--- src/rtl/countdown_scheduler.sv ---
// Round-robin scheduler sharing one down-counter among N_REQ requesters.
// Optional abort support is enabled by defining COUNTDOWN_SCHED_ABORT_EN.
module countdown_scheduler #(
  parameter int N_REQ = 4,
  parameter int CNT_W = 4,
  parameter int IDX_W = 2
) (
  input  logic                   clk,
  input  logic                   rst,
  input  logic [N_REQ-1:0]       req,
  input  logic [N_REQ*CNT_W-1:0] load_val,
`ifdef COUNTDOWN_SCHED_ABORT_EN
  input  logic                   abort,
  output logic                   aborted,
`endif
  output logic [N_REQ-1:0]       gnt,
  output logic [N_REQ-1:0]       done,
  output logic                   busy,
  output logic [IDX_W-1:0]       owner,
  output logic [CNT_W-1:0]       count
);

  typedef enum logic [1:0] {
    IDLE,
    COUNT,
    DONE
  } state_t;

  state_t           state, state_n;
  logic [IDX_W-1:0] ptr, ptr_n;
  logic [IDX_W-1:0] ptr_inc;
  logic [N_REQ-1:0] gnt_n, done_n;
  logic [IDX_W-1:0] owner_n;
  logic [CNT_W-1:0] count_n;
  logic             found;
  logic [IDX_W-1:0] win;
  int               cand;
`ifdef COUNTDOWN_SCHED_ABORT_EN
  logic             aborted_n;
`endif

  assign busy    = (state != IDLE);
  assign ptr_inc = (owner == IDX_W'(N_REQ - 1)) ? '0 : owner + IDX_W'(1);

  // First requester at or after the pointer, wrapping past N_REQ-1.
  always_comb begin
    found = 1'b0;
    win   = ptr;
    cand  = 0;
    for (int k = 0; k < N_REQ; k++) begin
      cand = int'(ptr) + k;
      if (cand >= N_REQ) cand = cand - N_REQ;
      if (!found && req[IDX_W'(cand)]) begin
        found = 1'b1;
        win   = IDX_W'(cand);
      end
    end
  end

  always_comb begin
    state_n   = state;
    ptr_n     = ptr;
    gnt_n     = gnt;
    done_n    = '0;
    owner_n   = owner;
    count_n   = count;
`ifdef COUNTDOWN_SCHED_ABORT_EN
    aborted_n = 1'b0;
`endif
    case (state)
      IDLE: begin
        if (found) begin
          owner_n      = win;
          gnt_n        = '0;
          gnt_n[win]   = 1'b1;
          count_n      = load_val[int'(win)*CNT_W +: CNT_W];
          state_n      = COUNT;
        end
      end
      COUNT: begin
`ifdef COUNTDOWN_SCHED_ABORT_EN
        if (abort) begin
          state_n   = IDLE;
          gnt_n     = '0;
          count_n   = '0;
          aborted_n = 1'b1;
          ptr_n     = ptr_inc;
        end else
`endif
        if (count == '0) begin
          state_n       = DONE;
          done_n[owner] = 1'b1;
        end else begin
          count_n = count - CNT_W'(1);
        end
      end
      DONE: begin
        gnt_n   = '0;
        ptr_n   = ptr_inc;
        state_n = IDLE;
      end
      default: state_n = IDLE;
    endcase
  end

  always_ff @(posedge clk or posedge rst) begin
    if (rst) begin
      state   <= IDLE;
      ptr     <= '0;
      gnt     <= '0;
      done    <= '0;
      owner   <= '0;
      count   <= '0;
`ifdef COUNTDOWN_SCHED_ABORT_EN
      aborted <= 1'b0;
`endif
    end else begin
      state   <= state_n;
      ptr     <= ptr_n;
      gnt     <= gnt_n;
      done    <= done_n;
      owner   <= owner_n;
      count   <= count_n;
`ifdef COUNTDOWN_SCHED_ABORT_EN
      aborted <= aborted_n;
`endif
    end
  end

endmodule
--- config.mk ---
export PLATFORM = sky130hd
export DESIGN_NAME = countdown_scheduler
export DESIGN_NICKNAME = d
export VERILOG_FILES = /design/src/rtl/countdown_scheduler.sv
export SDC_FILE = /design/constraint.sdc
export NUM_CORES = 1
export LEC_CHECK = 0
export ABC_AREA = 1
export ABC_CLOCK_PERIOD_IN_PS = 2600
export BUFFER_PORTS_ARGS = -buffer_cell sky130_fd_sc_hd__buf_2
export CORE_MARGIN = 5
export CORE_UTILIZATION = 57
export DETAILED_ROUTE_END_ITERATION = 8
export PLACE_DENSITY = 0.85
export SLEW_MARGIN = 15
export SYNTH_ARGS = -nofsm -noshare
export SYNTH_HDL_FRONTEND = slang
export SYNTH_SLANG_ARGS = --single-unit
--- constraint.sdc ---
create_clock -name clk -period 2.6 [get_ports clk]
set_input_delay 0 -clock clk [delete_from_list [all_inputs] [get_ports clk]]
set_output_delay 0 -clock clk [all_outputs]
set_load 0.01 [all_outputs]
; ---- After elaboration in Yosys (flattened, before gate mapping)
; Index checks and enable logic that the tools add are counted.
[word_totals]
regBits = 18
in_bits = 22
output_inout_bits = 15
elab_cells = 90
[classes]
add_sub_neg = 9
n_lt_le_gt_ge = 12
n_eq_ne = 6
shifts = 1
mux = 39
reduce_logical = 17
[ops]
columns = op, count
row1 = 2-to-1 mux 2 bit, 11
row2 = 2-to-1 mux 4 bit, 5
row3 = less-than comparator 2 x 4 -> 1 bit (second input constant), 4
row4 = case mux 4 bit (2 select lines), 2
row5 = indexed part select 16 x 5 -> 4 bit, 1
row6 = 2-to-1 mux 1 bit, 14
row7 = greater-or-equal comparator 3 bit (second input constant), 3
row8 = binary-select mux 1 bit (select 2 bit), 4
row9 = subtractor 2 x 1 -> 2 bit (second input constant), 4
row10 = adder 2 x 2 -> 3 bit (second input constant), 2
row11 = less-than comparator 2 x 3 -> 1 bit (second input constant), 2
row12 = != test 2 bit (second input constant), 3
row13 = AND reduction 2 bit, 3
row14 = nonzero test 2 bit, 3
row15 = logical AND 1 bit, 5
row16 = demux 1 bit (select 2 bit), 2
row17 = equality test 2 bit (second input constant), 2
row18 = greater-or-equal comparator 2 x 1 -> 1 bit (second input constant), 2
row19 = zero test 4 bit, 1
row20 = case mux 2 bit (2 select lines), 1
row21 = subtractor 4 x 1 -> 4 bit (second input constant), 1
row22 = adder 2 x 1 -> 3 bit (second input constant), 1
row23 = greater-or-equal comparator 2 x 3 -> 1 bit (second input constant), 1
row24 = zero test 1 bit, 3
row25 = 4 further kinds, 4

; ---- Longest topological paths before layout
; Gate-level depths: netlist of run 1.
[depth]
ltp_word = 21
mapped_depth = 18
depth_no_buf = 17

; ---- Worst setup path before layout of run 1
; OpenSTA, ideal clock, no wires.
[synth_path]
kind = register to register
from = register ptr[0]
to = register count[2]
setup_time_ns = 0.117
t_arrival_ns = 1.543
t_required_ns = 2.483
setup_slack_ns = 0.940
stages_incl_launch_ff = 16
n_path_buf = 1
period_less_slack_ns = 1.660
path_cell_list = dfrtp_1 > buf_6 > nand2_1 > nand2_2 > nand2_2 > nand2_4 > nor2_4 > nand4_4 > nand2_8 > inv_6 > nand2_1 > nand2_1 > nand2_1 > nand3_1 > nand2_1 > nand2_1
[synth_between]
elab_chain_cells = 18
elab_cells_between_ends = 46
classes_between = 7 x add/sub / 4 x order compare / 1 x eq/ne / 1 x shift / 26 x mux / 7 x reduce/logical
[synth_rtl]
columns = item, line_no
row1 = "start, declared", 30  ; logic [IDX_W-1:0] ptr, ptr_n;
row2 = "start signal, assigned", 119  ; ptr <= ptr_n;
row3 = "parallel branches: the longest is 18 deep, another holds adder 2 x 1 -> 3 bit", -
row4 = "end signal, assigned", 123  ; count <= count_n;
row5 = "end, declared", 20  ; output logic [CNT_W-1:0] count
; Parallel ways; which one is timed is not known. The select of a mux whose other input is x is not followed.
; A chain may end at the register's enable or synchronous reset.

; ---- Worst setup path after layout of run 1
[layout_path]
from = register ptr[1]
to = register count[1]
; Same word-level chain as after synthesis.

==> results of run 1 <==
==> tightest hold or removal path: stages <==
cell,delay [ns]
buf_2,0.08
nand2_1,0.04
nand2_1,0.05
nand2_1,0.05
nand3_1,0.07
nand2_1,0.05
nand2_1,0.05
==> where the power goes <==
| part | switching (mW) | total, mW | internal, mW | leakage, nW |
|---|---|---|---|---|
| clock | 0.0890 | 0.175 | 0.0855 | 0.0210 |
| sequential | 0.102 | 0.486 | 0.384 | 0.226 |
| combinational | 1.03 | 1.56 | 0.530 | 0.725 |
| total | 1.22 | 2.22 | 0.999 | 0.972 |
==> cell usage in the layout (no fill, tap or decap) <==
master	n
a21oi_1	6
a31oi_1	1
buf_2	36
buf_4	1
clkbuf_4	3
clkbuf_8	1
dfrtp_1	18
dlygate4sd3_1	1
ha_1	5
inv_1	24
inv_2	2
inv_4	1
inv_6	1
nand2_1	71
nand2_2	19
nand2_4	6
nand2_8	1
nand3_1	20
nand3_2	1
nand4_4	2
nor2_1	11
nor2_2	1
nor2_4	3
nor3_1	1
o21a_1	1
o21ai_0	7
o22ai_1	1
or2_2	1
==> registers in the layout (all words and copies together) (netlist names) <==
signal  flops
count       4
done        4
owner       2
ptr         2
gnt         4
state       2
==> kinds of logic (layout without fill, tap and decap cells) <==
kind of cell | after synthesis | in the layout | share of synthesized area [%]
compound gates | 16 | 16 | 5.863
fa+ha+maj | 5 | 5 | 4.310
buf+inv | 30 | 70 | 9.311
flops | 18 | 18 | 31.03
simple gates | 137 | 137 | 49.48
==> layer usage <==
metal	part of all wire [%]	vias to the layer above	global-route usage, %	routed length (µm)
met1	44	615	25.03	1349
met2	52	25	32.25	1584
met5	0	-	0	0
met4	1.5	0	8.669	46
li1	-	723	-	-
met3	2.8	5	1.277	87
==> cell type report <==
| cell class | instances | area share, % |
|---|---|---|
| clock buffer | 4 | 2.134 |
| multi-input combinational | 158 | 50.92 |
| tap | 30 | 2.208 |
| sequential | 18 | 26.49 |
| inverter | 28 | 6.623 |
| timing repair buffer | 38 | 11.63 |
==> path summary, 6_finish.rpt <==
path	from	end	slack (ns)	cells past startpoint
worst min register to register	count[2]	count[2]	0.55	2
worst min-delay path	load_val[14]	count[2]	0.11	7
worst max-delay path	ptr[1]	count[1]	0.60	15
max in group asynchronous	rst	count[0]	1.86	3
worst max register to register	ptr[1]	count[1]	0.60	15
min in group asynchronous	rst	done[2]	0.33	3
==> what timing repair did <==
action | CTS | global route
hold endpoints to repair | 18 | 0
gates resized for setup | 0 | 0
hold buffers | 1 | 0
==> results.sh, run 1 <==
export IMPL_status="complete, no violations"
export IMPL_hold_slack_ns=0.1131
export IMPL_crit_chain="inv_4 > nand2_2 > nand2_4 > nand2_2 > nand2_4 > nor2_4 > nand4_4 > nand2_8 > inv_6 > nand2_1 > nand2_1 > nand2_1 > nand3_1 > nand2_1 > nand2_1"
export IMPL_crit_family="simple AND/OR/NAND/NOR gates"
export IMPL_grt_pass1_vias=1269
export IMPL_cts_htree_levels=1
export IMPL_grt_pass1_wl_um=5299
export IMPL_wirelength_um=3067
export IMPL_core_region_area_um2=2455
export IMPL_grt_overflow_total=0
export IMPL_drc=0
export IMPL_drtAntennaViolNets=0
export IMPL_slew_viol_final=0
export IMPL_cts_tree="done"
export IMPL_crit_type="register to register"
export IMPL_critPathArrivalTime_ns=2.20
export IMPL_nets=274
export IMPL_dr_pass1_iters=5
export IMPL_start_util_pct=59.12
export IMPL_worst_pin_slew_ns=0.6539
export IMPL_die_y_um=60.46
export IMPL_dp_cells=271
export IMPL_cts_clk_slew_worst_paths_ns=0.10
export IMPL_crit_buf_inv=2
export IMPL_ios=37
export IMPL_synth_edf_count=0
export IMPL_cpPeakStageDelay_ns=0.58
export IMPL_io_buffer_count=36
export IMPL_post_place_ws_ns=0.6429
export IMPL_setup_violations_final=0
export IMPL_async_reset_ff_share_pct=100.0
export IMPL_layout_drive_gt1_share_pct=32.11
export IMPL_cp_end_kind="register"
export IMPL_final_core_util_pct=69.27
export IMPL_critPathLaunchType="register"
export IMPL_slowest_stage="dfrtp_1"
export IMPL_antennaDiodeCount=0
export IMPL_finalPower_mw=2.221
export IMPL_p_leak_nw=0.9719
export IMPL_ys_seq_elements=18
export IMPL_clock_skew_final_ns=0.002372
export IMPL_n_fill_cell=218
export IMPL_synth_most_common_cell="nand2_1"
export IMPL_cp_max_fo=10
export IMPL_cts_setup_buffers=0
export IMPL_synth_ff_type="dfrtp_1"
export IMPL_final_area_um2=1700
export IMPL_placed_cell_area_um2=1654
export IMPL_viasPerCell=4.957
export IMPL_hold_viol_final=0
export IMPL_cts_made_buffers=3
export IMPL_yosysSeqAreaShare_pct=31.03
export IMPL_clk_root_buffer_cell="clkbuf_4"
export IMPL_required_ns=2.80
export IMPL_syn_nets=233
export IMPL_crit_top_cell="nand2_1"
export IMPL_yosysWarnings=0
export IMPL_regArea_um2=450.4
export IMPL_multi_input_area_um2=865.8
export IMPL_grt_max_degree=19
export IMPL_netlist_area_um2=1451
export IMPL_vdd_drop_max_uv=990.2
export IMPL_hpwl_um=2464
export IMPL_synth_top_area_cell="dfrtp_1"
export IMPL_synthCells=206
export IMPL_vias=1368
export IMPL_syn_avg_cell_area_um2=7.046
export IMPL_p_per_area_nw_per_um2=1306
export IMPL_setup_ws_ns=0.6009
export IMPL_synth_area_top_cells="dfrtp_1 (31%), nand2_1 (18%), nand2_2 (8.2%)"
export IMPL_stdcell_count=276
export IMPL_grtUsageTotal_pct=19.05
export IMPL_yosys_top_cells_count="nand2_1 (71), inv_1 (24), nand3_1 (20)"
export IMPL_die_x_um=60.46
export IMPL_core_rowCount=18
export IMPL_finalCritPeriodShare_pct=76.89
export IMPL_holdCritPathClass="input port to register"
export IMPL_cts_max_path_buffers=2
export IMPL_fmax_mhz=500.2
export IMPL_dieArea_um2=3655
export IMPL_synth_distinct_cells=24
export IMPL_clk_latency_ns=0.30
export IMPL_finalCriticalPeriod_ns=1.999
export IMPL_antenna_found_initial=0
export IMPL_slew_headroom_pct=56.36
export IMPL_synth_top_area_share_pct=31.03
export IMPL_rsz0062_at_grt="no"
export IMPL_place_gp_congestion=0.8732
export IMPL_wl_per_cell_um=11.11
export IMPL_cts_sinks=18
export IMPL_setup_tns_final_ns=0
export IMPL_area_delta_synth_final_pct=17.16
export IMPL_drv_cap=0
export IMPL_first_iter_violations=86
(Power assumes the default switching activity.)
==> run 2, diff against run 1 <==
--- a/config.mk
+++ b/config.mk
@@ -6,12 +6,12 @@
 export NUM_CORES = 1
 export LEC_CHECK = 0
 export ABC_AREA = 1
-export ABC_CLOCK_PERIOD_IN_PS = 2600
+export ABC_CLOCK_PERIOD_IN_PS = 2000
 export BUFFER_PORTS_ARGS = -buffer_cell sky130_fd_sc_hd__buf_2
 export CORE_MARGIN = 5
-export CORE_UTILIZATION = 57
+export CORE_UTILIZATION = 53
 export DETAILED_ROUTE_END_ITERATION = 8
-export PLACE_DENSITY = 0.85
+export PLACE_DENSITY = 0.8
 export SLEW_MARGIN = 15
 export SYNTH_ARGS = -nofsm -noshare
 export SYNTH_HDL_FRONTEND = slang
==> constraint.sdc (replaced) <==
create_clock -name clk -period 2 [get_ports clk]
set_input_delay 0 -clock clk [delete_from_list [all_inputs] [get_ports clk]]
set_output_delay 0 -clock clk [all_outputs]
set_load 0.01 [all_outputs]
==> run 2 against run 1 <==
Core utilization up 0.41 points. Hold slack got worse by 0.0023 ns. Critical endpoint is now count[0]. Die area up 6.3%. Cell count is 4.3% higher.
==> results.sh, run 2 (synthesized netlist as in run 1, its figures left out) <==
export IMPL_crit_chain="clkinv_4 > nand2_4 > nand2_4 > nand2_4 > nand2_4 > nor2_4 > nand2_1 > nor2_4 > nor2_4 > nor2_4 > inv_2 > nor2_1 > a21oi_2"
export IMPL_rsz0062_at_grt="yes"
export IMPL_finalCriticalPeriod_ns=1.910
export IMPL_cts_max_path_buffers=2
export IMPL_io_buffer_count=36
export IMPL_worst_pin_slew_ns=0.6385
export IMPL_clk_root_buffer_cell="clkbuf_4"
export IMPL_dr_pass1_iters=4
export IMPL_setup_ws_ns=0.09043
export IMPL_antennaDiodeCount=0
export IMPL_die_x_um=62.33
export IMPL_status="complete, no violations"
export IMPL_cts_made_buffers=3
export IMPL_use_met2_pct=25.52
export IMPL_p_leak_nw=1.064
export IMPL_top_usage_layer="met2"
export IMPL_layout_drive_gt1_share_pct=40.08
export IMPL_cpPeakStageDelay_ns=0.47
export IMPL_first_iter_violations=87
export IMPL_drc=0
export IMPL_crit_type="register to register"
export IMPL_hold_viol_final=0
export IMPL_cts_htree_levels=1
export IMPL_hpwl_um=2483
export IMPL_grt_max_degree=19
export IMPL_slew_viol_final=0
export IMPL_finalPower_mw=3.318
export IMPL_core_rowCount=19
export IMPL_hold_slack_ns=0.1108
export IMPL_vdd_drop_max_uv=1434
export IMPL_holdCritPathClass="input port to register"
export IMPL_top_regs="count x4, done x4, gnt x4"
export IMPL_grt_pass1_vias=1217
export IMPL_grt_util_met1_pct=21.85
export IMPL_drtAntennaViolNets=0
export IMPL_critPathLaunchType="register"
export IMPL_place_gp_congestion=0.8565
export IMPL_die_y_um=62.33
export IMPL_critPathArrivalTime_ns=2.10
export IMPL_cts_clk_slew_worst_paths_ns=0.10
export IMPL_finalCritPeriodShare_pct=95.48
export IMPL_wirelength_um=3389
export IMPL_cts_tree="done"
export IMPL_ios=37
export IMPL_area_delta_synth_final_pct=28.97
export IMPL_dieArea_um2=3885
export IMPL_dp_cells=273
export IMPL_grt_overflow_total=0
export IMPL_stdcell_count=288
export IMPL_wl_per_cell_um=11.77
export IMPL_grt_pass1_wl_um=5209
export IMPL_slew_headroom_pct=57.38
export IMPL_start_util_pct=54.03
export IMPL_post_place_ws_ns=0.07708
export IMPL_final_common_cell="nand2_1"
export IMPL_clk_latency_ns=0.29
export IMPL_setup_tns_final_ns=0
export IMPL_grtUsageTotal_pct=15.58
export IMPL_setup_violations_final=0
export IMPL_required_ns=2.19
export IMPL_p_per_area_nw_per_um2=1772
export IMPL_core_region_area_um2=2686
export IMPL_final_cell_mix="nand2_1 (62), buf_2 (36), inv_1 (24)"
export IMPL_vias=1437
export IMPL_fmax_mhz=523.7
export IMPL_clock_skew_final_ns=0.005415
export IMPL_cp_max_fo=8
export IMPL_cp_end_kind="register"
export IMPL_n_fill_cell=239
export IMPL_slowest_stage="dfrtp_2"
export IMPL_drv_cap=0
export IMPL_viasPerCell=4.990
export IMPL_nets=285
export IMPL_antenna_found_initial=0
export IMPL_cts_sinks=18
export IMPL_grtUsageMet3_pct=1.622
-- run 2: routing by layer --
layer | vias up | part of all wire, %
met3 | 4 | 3.3
met5 | - | 0
li1 | 745 | -
met4 | 0 | 0.71
met1 | 660 | 45
met2 | 28 | 51
-- run 2: worst paths after layout --
| kind | startpoint | cells past startpoint | slack (ns) | endpoint |
|---|---|---|---|---|
| min in group asynchronous | rst | 3 | 0.35 | gnt[0] |
| max in group asynchronous | rst | 3 | 1.20 | ptr[1] |
| min | load_val[9] | 7 | 0.11 | count[1] |
| max | ptr[1] | 13 | 0.09 | count[0] |
| max reg2reg | ptr[1] | 13 | 0.09 | count[0] |
| min reg2reg | count[1] | 2 | 0.55 | count[1] |
-- run 2: final cells by class --
| cell class | instances | area (µm²) | share of cell area [%] |
|---|---|---|---|
| repair buffers | 48 | 280.3 | 14.97 |
| inverters | 28 | 120.1 | 6.417 |
| multi-input cells | 159 | 943.4 | 50.40 |
| flip-flops and latches | 18 | 452.9 | 24.20 |
| clock buffers | 4 | 36.28 | 1.938 |
| well taps | 31 | 38.79 | 2.072 |
-- run 2: critical path, delay by kind of cell (launching register included) --
kind	cells	cell delay, ns
simple gates	10	1.08
flops	1	0.47
buf+inv	2	0.20
compound gates	1	0.04
-- run 2: power by group --
part	total, mW	switching, mW	internal [mW]	leakage, nW
sequential	0.635	0.132	0.503	0.224
clock	0.221	0.111	0.111	0.0210
combinational	2.46	1.54	0.924	0.819
total	3.32	1.78	1.54	1.06
-- run 2: metrics by stage --
stage	area, µm²	util [%]
after floorplan	1451	-
after global placement	1663	61.90
after detailed placement	1663	61.90
after CTS	1709	63.62
after global routing	1872	69.68
final	1872	69.68
-- run 2: timing repair --
| action | in CTS | in global routing |
|---|---|---|
| setup buffers | 0 | 9 |
| setup endpoints to repair | 0 | 5 |
| resized for setup | 0 | 25 |
| hold endpoints to repair | 18 | 0 |
| hold buffers | 1 | 0 |
==> run 3, diff against run 2 <==
--- a/config.mk
+++ b/config.mk
@@ -9,9 +9,9 @@
 export ABC_CLOCK_PERIOD_IN_PS = 2000
 export BUFFER_PORTS_ARGS = -buffer_cell sky130_fd_sc_hd__buf_2
 export CORE_MARGIN = 5
-export CORE_UTILIZATION = 53
+export CORE_UTILIZATION = 44
 export DETAILED_ROUTE_END_ITERATION = 8
-export PLACE_DENSITY = 0.8
+export PLACE_DENSITY = 0.76
 export SLEW_MARGIN = 15
 export SYNTH_ARGS = -nofsm -noshare
 export SYNTH_HDL_FRONTEND = slang
==> run 3 against run 2 <==
Core utilization shrank 7.4 points. Sequential power is 0.6% higher. Critical endpoint is now count[2]. Wire length rose by 5.1%. Cell count up 6.3%. Clock-buffer cell count unchanged. Combinational power increased by 2%.
==> results.sh, run 3 (synthesized netlist as in run 1, its figures left out) <==
export IMPL_status="complete, no violations"
export IMPL_setup_tns_final_ns=0
export IMPL_first_iter_violations=91
export IMPL_final_cell_mix="nand2_1 (66), buf_2 (36), inv_1 (24)"
export IMPL_nets=290
export IMPL_hold_viol_final=0
export IMPL_p_sw_share_pct=52.97
export IMPL_crit_chain="clkinv_4 > nand2_4 > nand2_4 > nand2_4 > nand2_4 > nor2_4 > nand4_4 > buf_12 > nand2_4 > nand2_1 > nand2_1 > nand2_1 > nand3_1 > nand2_1 > nand2_1"
export IMPL_place_gp_congestion=0.8894
export IMPL_ios=37
export IMPL_cp_end_kind="register"
export IMPL_finalCriticalPeriod_ns=1.908
export IMPL_crit_type="register to register"
export IMPL_antenna_found_initial=0
export IMPL_r2r_slack_ns=0.09
export IMPL_die_y_um=67.44
export IMPL_final_common_cell="nand2_1"
export IMPL_start_util_pct=46.77
export IMPL_cpPeakStageDelay_ns=0.47
export IMPL_regToRegStartpoint="ptr[1]"
export IMPL_cts_htree_levels=1
export IMPL_layout_drive_gt1_share_pct=40.46
export IMPL_cp_max_fo=7
export IMPL_cts_sinks=18
export IMPL_fmax_mhz=524.0
export IMPL_drc=0
export IMPL_wl_per_cell_um=11.64
export IMPL_finalCritPeriodShare_pct=95.42
export IMPL_clk_root_buffer_cell="clkbuf_4"
export IMPL_p_switching_mw=1.791
export IMPL_slowest_stage="dfrtp_2"
export IMPL_core_rowCount=20
export IMPL_cts_clk_slew_worst_paths_ns=0.10
export IMPL_drtAntennaViolNets=0
export IMPL_critPathArrivalTime_ns=2.16
export IMPL_setup_violations_final=0
export IMPL_area_delta_synth_final_pct=33.10
export IMPL_grt_overflow_total=0
export IMPL_cts_max_path_buffers=2
export IMPL_p_int_mw=1.590
export IMPL_final_area_um2=1932
export IMPL_slew_viol_final=0
export IMPL_hold_path_startpoint="load_val[13]"
export IMPL_hold_path_cell_count=7
export IMPL_pwr_share_comb_pct=74.4
export IMPL_setup_ws_ns=0.09156
export IMPL_top_regs="count x4, done x4, gnt x4"
export IMPL_hold_slack_ns=0.09719
export IMPL_n_fill_cell=292
export IMPL_wirelength_um=3561
export IMPL_seqPwrFrac_pct=18.9
export IMPL_critPathLaunchType="register"
export IMPL_p_leak_nw=1.084
export IMPL_dieArea_um2=4547
export IMPL_cts_tree="done"
export IMPL_reg2reg_depth=15
export IMPL_hpwl_um=2598
export IMPL_drv_cap=0
export IMPL_io_buffer_count=36
export IMPL_grt_pass1_wl_um=5471
export IMPL_clock_skew_final_ns=0.003792
export IMPL_stdcell_count=306
export IMPL_slew_headroom_pct=55.95
export IMPL_dp_cells=286
export IMPL_p_per_area_nw_per_um2=1750
export IMPL_cts_made_buffers=3
export IMPL_post_place_ws_ns=0.06906
export IMPL_grt_pass1_vias=1226
export IMPL_die_x_um=67.44
export IMPL_dr_pass1_iters=4
export IMPL_grtUsageTotal_pct=15.56
export IMPL_worstReg2RegEnd="count[2]"
export IMPL_vias=1448
export IMPL_vdd_drop_max_uv=934.4
export IMPL_clock_power_share_pct=6.7
export IMPL_antennaDiodeCount=0
export IMPL_core_region_area_um2=3103
export IMPL_finalPower_mw=3.381
export IMPL_placed_cell_area_um2=1679
export IMPL_hold_path_end="count[1]"
export IMPL_holdCritPathClass="input port to register"
export IMPL_clk_latency_ns=0.31
export IMPL_final_core_util_pct=62.26
export IMPL_worst_pin_slew_ns=0.6600
export IMPL_required_ns=2.25
export IMPL_viasPerCell=4.732
export IMPL_grt_max_degree=19
-- run 3: cell types whose count changed in the layout (fill, tap and decap cells not counted), moves of 2 or more --
cell / before / now
nand2_4: 13 / 11
buf_4: 9 / 12
nand2_1: 62 / 66
nand2_2: 22 / 20
-- run 3: cell type report --
cell class	instances	area (µm²)	area share [%]
clock buffers	4	36.28	1.878
inverters	28	122.6	6.347
multi-input cells	159	930.9	48.19
flip-flops and latches	18	452.9	23.45
well taps	44	55.05	2.850
repair buffers	53	334.1	17.29
-- run 3: how the worst max path moves through the flow --
stage / from / to / slack (ns) / depth (start not counted)
after floorplan: ptr[0] / count[2] / 0.34 / 15
after global placement: ptr[1] / count[2] / 0.08 / 15
after detailed placement: ptr[1] / count[0] / 0.07 / 13
after CTS: ptr[1] / count[2] / 0.06 / 15
after global routing: ptr[1] / count[2] / -0.04 / 14
final: ptr[1] / count[2] / 0.09 / 15
-- run 3: timing repair --
action / in CTS / in global routing
gates resized for setup: 0 / 23
buffers inserted: 0 / 14
endpoints found under the hold margin: 18 / 0
endpoints found under the setup margin: 0 / 5
hold buffers: 1 / 0
-- run 3: worst max-delay path, delay by kind of cell, from the launching register on --
family                 cells  cell delay [ns]
buffers and inverters      2             0.32
flip-flops                 1             0.47
AND/OR/NAND/NOR           13             1.06
-- run 3: routing by layer --
layer | global-route usage (%) | share of wire, % | vias to the layer above
met5 | 0 | 0 | -
met4 | 7.848 | 2.3 | 0
met3 | 1.165 | 3.5 | 7
met2 | 23.93 | 50 | 31
met1 | 21.82 | 44 | 657
li1 | - | - | 753
-- run 3: power groups by stage --
stage          Clock [mW]  Sequential, mW  Combinational (mW)
2_1_floorplan           0           0.639                1.61
3_3_place_gp            0           0.631                2.05
3_5_place_dp            0           0.634                2.05
4_1_cts             0.232           0.629                2.06
5_1_grt             0.246           0.664                2.80
6_report            0.227           0.639                2.51
